**src/rtl/cordic_sincos.sv**
```systemverilog
// Pipelined rotation-mode CORDIC: 3.13 unsigned-radian phase in, Q2.14 cos/sin out, 20-cycle latency.
// Optional NCO mode (phase_i as increment into an internal accumulator): define CORDIC_SINCOS_PHASE_ACC_EN.
module cordic_sincos #(
    parameter int OW      = 16,
    parameter int NSTAGES = 18,
    parameter int WW      = 21,
    parameter int PW      = 26
) (
    input  logic                 clk_i,
    input  logic                 nrst_i,
    input  logic                 valid_i,
    input  logic [15:0]          phase_i,
    output logic signed [OW-1:0] cos_o,
    output logic signed [OW-1:0] sin_o,
    output logic                 sincos_valid_o
);

    localparam logic [16:0]          TWO_PI   = 17'd51472;
    localparam logic signed [WW-1:0] X_INIT   = WW'(318375);
    localparam logic signed [WW-1:0] RND_HALF = WW'(16);
    localparam logic signed [WW-1:0] SAT_POS  = WW'(16384);
    localparam logic signed [WW-1:0] SAT_NEG  = WW'(-16384);

    function automatic logic signed [PW-1:0] atan_lut(input int i);
        logic signed [PW-1:0] a;
        case (i)
            0:       a = PW'(3294199);
            1:       a = PW'(1944679);
            2:       a = PW'(1027515);
            3:       a = PW'(521583);
            4:       a = PW'(261803);
            5:       a = PW'(131029);
            6:       a = PW'(65531);
            7:       a = PW'(32767);
            8:       a = PW'(16384);
            9:       a = PW'(8192);
            10:      a = PW'(4096);
            11:      a = PW'(2048);
            12:      a = PW'(1024);
            13:      a = PW'(512);
            14:      a = PW'(256);
            15:      a = PW'(128);
            16:      a = PW'(64);
            17:      a = PW'(32);
            default: a = '0;
        endcase
        return a;
    endfunction

    function automatic logic signed [OW-1:0] rnd_sat(input logic signed [WW-1:0] v);
        logic signed [WW-1:0] t;
        logic signed [OW-1:0] r;
        t = (v + RND_HALF) >>> 5;
        if (t > SAT_POS)
            r = SAT_POS[OW-1:0];
        else if (t < SAT_NEG)
            r = SAT_NEG[OW-1:0];
        else
            r = t[OW-1:0];
        return r;
    endfunction

    logic [15:0] ph_src;

`ifdef CORDIC_SINCOS_PHASE_ACC_EN
    logic [15:0] acc;
    logic [16:0] acc_sum;

    assign acc_sum = {1'b0, acc} + {1'b0, phase_i};

    // Stage P sees the pre-update value, so the first output is phase 0.
    always_ff @(posedge clk_i) begin
        if (!nrst_i)
            acc <= '0;
        else if (valid_i)
            acc <= (acc_sum >= TWO_PI) ? 16'(acc_sum - TWO_PI) : acc_sum[15:0];
    end

    assign ph_src = acc;
`else
    assign ph_src = phase_i;
`endif

    logic [16:0]        p_wrap;
    logic [1:0]         k_pre;
    logic signed [17:0] r_pre;

    // Fold phase into one of four quadrants so the residual stays within +/-pi/4.
    always_comb begin
        p_wrap = ({1'b0, ph_src} >= TWO_PI) ? ({1'b0, ph_src} - TWO_PI) : {1'b0, ph_src};
        k_pre  = 2'd0;
        r_pre  = $signed({1'b0, p_wrap});
        if (p_wrap < 17'd6434) begin
            k_pre = 2'd0;
            r_pre = $signed({1'b0, p_wrap});
        end else if (p_wrap < 17'd19302) begin
            k_pre = 2'd1;
            r_pre = $signed({1'b0, p_wrap}) - 18'sd12868;
        end else if (p_wrap < 17'd32170) begin
            k_pre = 2'd2;
            r_pre = $signed({1'b0, p_wrap}) - 18'sd25736;
        end else if (p_wrap < 17'd45037) begin
            k_pre = 2'd3;
            r_pre = $signed({1'b0, p_wrap}) - 18'sd38604;
        end else begin
            k_pre = 2'd0;
            r_pre = $signed({1'b0, p_wrap}) - 18'sd51472;
        end
    end

    logic signed [WW-1:0] x_q [0:NSTAGES];
    logic signed [WW-1:0] y_q [0:NSTAGES];
    logic signed [PW-1:0] z_q [0:NSTAGES];
    logic [1:0]           k_q [0:NSTAGES];
    logic [NSTAGES+1:0]   vld_sr;

    logic signed [WW-1:0] c_pre;
    logic signed [WW-1:0] s_pre;

    always_comb begin
        c_pre = x_q[NSTAGES];
        s_pre = y_q[NSTAGES];
        case (k_q[NSTAGES])
            2'd1:    begin c_pre = -y_q[NSTAGES]; s_pre =  x_q[NSTAGES]; end
            2'd2:    begin c_pre = -x_q[NSTAGES]; s_pre = -y_q[NSTAGES]; end
            2'd3:    begin c_pre =  y_q[NSTAGES]; s_pre = -x_q[NSTAGES]; end
            default: begin c_pre =  x_q[NSTAGES]; s_pre =  y_q[NSTAGES]; end
        endcase
    end

    always_ff @(posedge clk_i) begin
        if (!nrst_i) begin
            for (int i = 0; i <= NSTAGES; i++) begin
                x_q[i] <= '0;
                y_q[i] <= '0;
                z_q[i] <= '0;
                k_q[i] <= '0;
            end
            vld_sr <= '0;
            cos_o  <= '0;
            sin_o  <= '0;
        end else begin
            x_q[0] <= X_INIT;
            y_q[0] <= '0;
            z_q[0] <= {{(PW-18){r_pre[17]}}, r_pre} << 9;
            k_q[0] <= k_pre;
            for (int i = 0; i < NSTAGES; i++) begin
                if (!z_q[i][PW-1]) begin
                    x_q[i+1] <= x_q[i] - (y_q[i] >>> i);
                    y_q[i+1] <= y_q[i] + (x_q[i] >>> i);
                    z_q[i+1] <= z_q[i] - atan_lut(i);
                end else begin
                    x_q[i+1] <= x_q[i] + (y_q[i] >>> i);
                    y_q[i+1] <= y_q[i] - (x_q[i] >>> i);
                    z_q[i+1] <= z_q[i] + atan_lut(i);
                end
                k_q[i+1] <= k_q[i];
            end
            vld_sr <= {vld_sr[NSTAGES:0], valid_i};
            cos_o  <= rnd_sat(c_pre);
            sin_o  <= rnd_sat(s_pre);
        end
    end

    assign sincos_valid_o = vld_sr[NSTAGES+1];

endmodule

```
**config.mk**
```make
export PLATFORM = sky130hd
export DESIGN_NAME = cordic_sincos
export DESIGN_NICKNAME = d
export VERILOG_FILES = /design/src/rtl/cordic_sincos.sv
export SDC_FILE = /design/constraint.sdc
export NUM_CORES = 2
export LEC_CHECK = 0
export BUFFER_PORTS_ARGS = -buffer_cell sky130_fd_sc_hd__buf_2
export CORE_MARGIN = 2
export CORE_UTILIZATION = 30
export DETAILED_ROUTE_END_ITERATION = 7
export GPL_TIMING_DRIVEN = 0
export HOLD_SLACK_MARGIN = 0.12
export PLACE_DENSITY = 0.48
export SLEW_MARGIN = 5
export SYNTH_ARGS = -nofsm -noshare
export SYNTH_HDL_FRONTEND = slang
export SYNTH_SLANG_ARGS = --single-unit
```
**constraint.sdc**
```tcl
create_clock -name clk_i -period 4.6 [get_ports clk_i]
set_clock_uncertainty 0.2 [all_clocks]
set_input_delay 0.23 -clock clk_i [delete_from_list [all_inputs] [get_ports clk_i]]
set_output_delay 0.23 -clock clk_i [all_outputs]
set_load 0.03 [all_outputs]
```
==> metrics.txt <==
status finished, violations left; failing checks hold timing; ys async rst share 0; Nets 13.0k; Clock transition at path regs 0.06 ns; register area share after synthesis 0.356; global-route wire length before repair 477 mm; WL/cell 19.5 um; CTS tree yes; Die W 572 um; Die Area 0.327 mm^2; ys flop type edfxtp_1; DR pass1 iterations 6; Cell Area, Synth 0.0966 mm^2; Vias around 80k; Max-cap violations 0; Cells after Synth 10.5k; HP Class primary input to flip-flop; Via density 5.00; Setup Viol. Count Final 0; layout cells sized above 1 0.0696; core area 0.321 mm^2; final hold violations 2; Switch Pwr a little over 40000 uW; combinational share of power 0.626; Max Fclk approximately 220 MHz; multi-input logic area 0.0646 mm^2; area occupied by registers 0.0344 mm^2; PortBufs 46; die height 572 um; CTS H-tree lvls 4; largest net degree at the start of global routing 28; CP Data Required Time 4.97 ns; Clock power frac 0.139; CTS Buffer Depth 4; min Tclk post-route 4.50 ns; VDD IR-drop max roughly 0.32 mV; Netlist cell types 107; GRT Total Usage 0.190; CP Capture Type flip-flop; WP data arrival 4.88 ns; Initial DRC Count 5877; filler instances 33.0k; Yosys reg bits 1183; Synth-to-Final Area Change 18.3%; PwrDens between 700 and 800 mW/mm^2; GR Overflow Total 0; Clock Latency Late Sink 0.86 ns; final core utilization 0.356; Slew HR 0.0152; Routed Antenna Nets 0; Sw Ratio 0.460; routability cong. 0.874; initial antenna violation count 32; Residual DRC 0; Worst Setup Path Type flip-flop to flip-flop; Worst setup SP type flip-flop; row cnt 208; Final Slew Violations 0; IO Count 52; Min Hold Slack -0.409 ns; Internal about 48000 uW; clk sinks roughly 1.2k; YS warnings 0; Hold-fix buffers, CTS 41; Root Buffer clkbuf_16; CP max FO 5; Static Leak 0.0482 uW; mean post-synth cell area between 9 and 10 um^2; vias in the first global route 79.7k; post-DP HPWL 250 mm; DRT Wirelength 318 mm; starting density of the core 0.301; Worst-Margin Slew 1.48 ns; Final period util 0.979; RSZ-0062 raised after global routing true; Reg power frac 0.234; Num CTS Buffers 160; Post-synth EDFFs 1075
[cells by family after synthesis]
| family | count (synthesis) | synth area share |
|---|---|---|
| other | 1 | 0.0000388 |
| AO/OA/AOI/OAI | 2540 | 0.174 |
| AND/OR/NAND/NOR | 3818 | 0.191 |
| flip-flops | 1183 | 0.356 |
| XOR/XNOR | 983 | 0.0892 |
| buffers and inverters | 712 | 0.0282 |
| multiplexers | 122 | 0.0144 |
| adder cells (fa/ha/maj) | 1105 | 0.147 |
[power by group through the flow]
stage               registers [uW]  clock network, uW  logic (uW)
floorplan                    19500                  0       41500
global placement             21200                  0       53300
detailed placement           21200                  0       53900
CTS                          21000              12900       54900
global route                 21300              13300       62700
finish                       20900              12500       56000
[synth_stat cells, types with 249 or more instances]
cell,instances,share of area
nor2_1,1325,0.051
ha_1,1054,0.14
o21ai_0,422,0.022
a21oi_1,784,0.041
edfxtp_1,1075,0.33
xnor2_1,565,0.051
inv_1,401,0.016
nor3_1,468,0.024
nand2_1,624,0.024
xor2_1,417,0.038
a21o_1,257,0.020
and2_1,249,0.016
[area by class of cell]
class                      instances  area share
sequential                      1183       0.301
clock inverter                    74     0.00560
timing repair buffer             174      0.0148
buffer                           295      0.0133
inverter                         409      0.0137
multi-input combinational       9643       0.565
tap                             4305      0.0471
clock buffer                     210      0.0393
antenna                            9    0.000197
[final timing paths]
check	from	end	slack (ns)	cells past startpoint
worst min-delay path	phase_i[2]	z_q[0][11]	-0.41	3
worst max-delay path	y_q[1][143]	x_q[1][166]	0.1	15
worst max register to register	y_q[1][143]	x_q[1][166]	0.1	15
worst min register to register	k_q[0][2]	k_q[0][4]	0.20	1
[metal layers]
metal / up-vias / share of wire / wire, um / global-route usage
met3: 440 / 0.044 / 14100 / 0.0216
met1: 39051 / 0.45 / 144000 / 0.250
met2: 1768 / 0.46 / 148000 / 0.320
met4: 0 / 0.037 / 11800 / 0.0661
li1: 40295 / - / - / -
met5: - / 0 / 0 / 0
[registers in the layout, indices dropped and copies added (netlist names)]
name and count:
cos_o 16, k_q 38, sin_o 16, vld_sr 20, x_q 359, y_q 360
z_q 374
[worst max-delay path, cell delays in order (launching register included)]
cell	delay, ns
edfxtp_1	0.50
or3_1	0.41
nor2_1	0.21
nand3_1	0.11
ha_1	0.30
a21oi_2	0.27
ha_1	0.34
and2_1	0.19
a31o_2	0.20
a31oi_1	0.22
a21oi_1	0.19
a41oi_2	0.31
a21oi_1	0.17
o41ai_2	0.37
xor2_1	0.20
nor2_1	0.06
[repair_timing]
item / in CTS / in global routing
buffers inserted: 11 / 47
resized for setup: 195 / 205
pin swaps: 7 / 21
endpoints found under the hold margin: 19 / 2
setup endpoints to repair: 438 / 186
[metrics by stage]
stage               total power, uW  area [um^2]  worst slack (ns)  std cells  setup TNS, ns
floorplan                     60900       101000           -0.0125      11538        -0.0125
global placement              74500       106000             -6.67      15889       -3446.27
detailed placement            75200       107000             -4.32      15918        -676.67
CTS                           88800       113000           0.00490      16249              0
global route                  97300       114000           -0.0141      16294        -0.0778
finish                        89400       114000            0.0982      16302              0
[cells in the final DEF (no fill, tap or decap), types with 112 or more instances in the layout]
cell type,synthesis,final
nor2_1,1325,1321
edfxtp_1,1075,1075
conb_1,1,1075
ha_1,1054,1052
a21oi_1,784,771
nand2_1,624,616
xnor2_1,565,564
nor3_1,468,452
xor2_1,417,416
o21ai_0,422,396
inv_1,401,392
a21o_1,257,257
and2_1,249,245
nand3_1,227,227
clkbuf_1,240,192
clkbuf_16,0,173
nand2b_1,171,171
or3_1,141,141
nor2b_1,128,128
and3_1,123,123
o21a_1,116,116
o31ai_1,118,112
No activity file was read; power rests on OpenSTA's default activity.
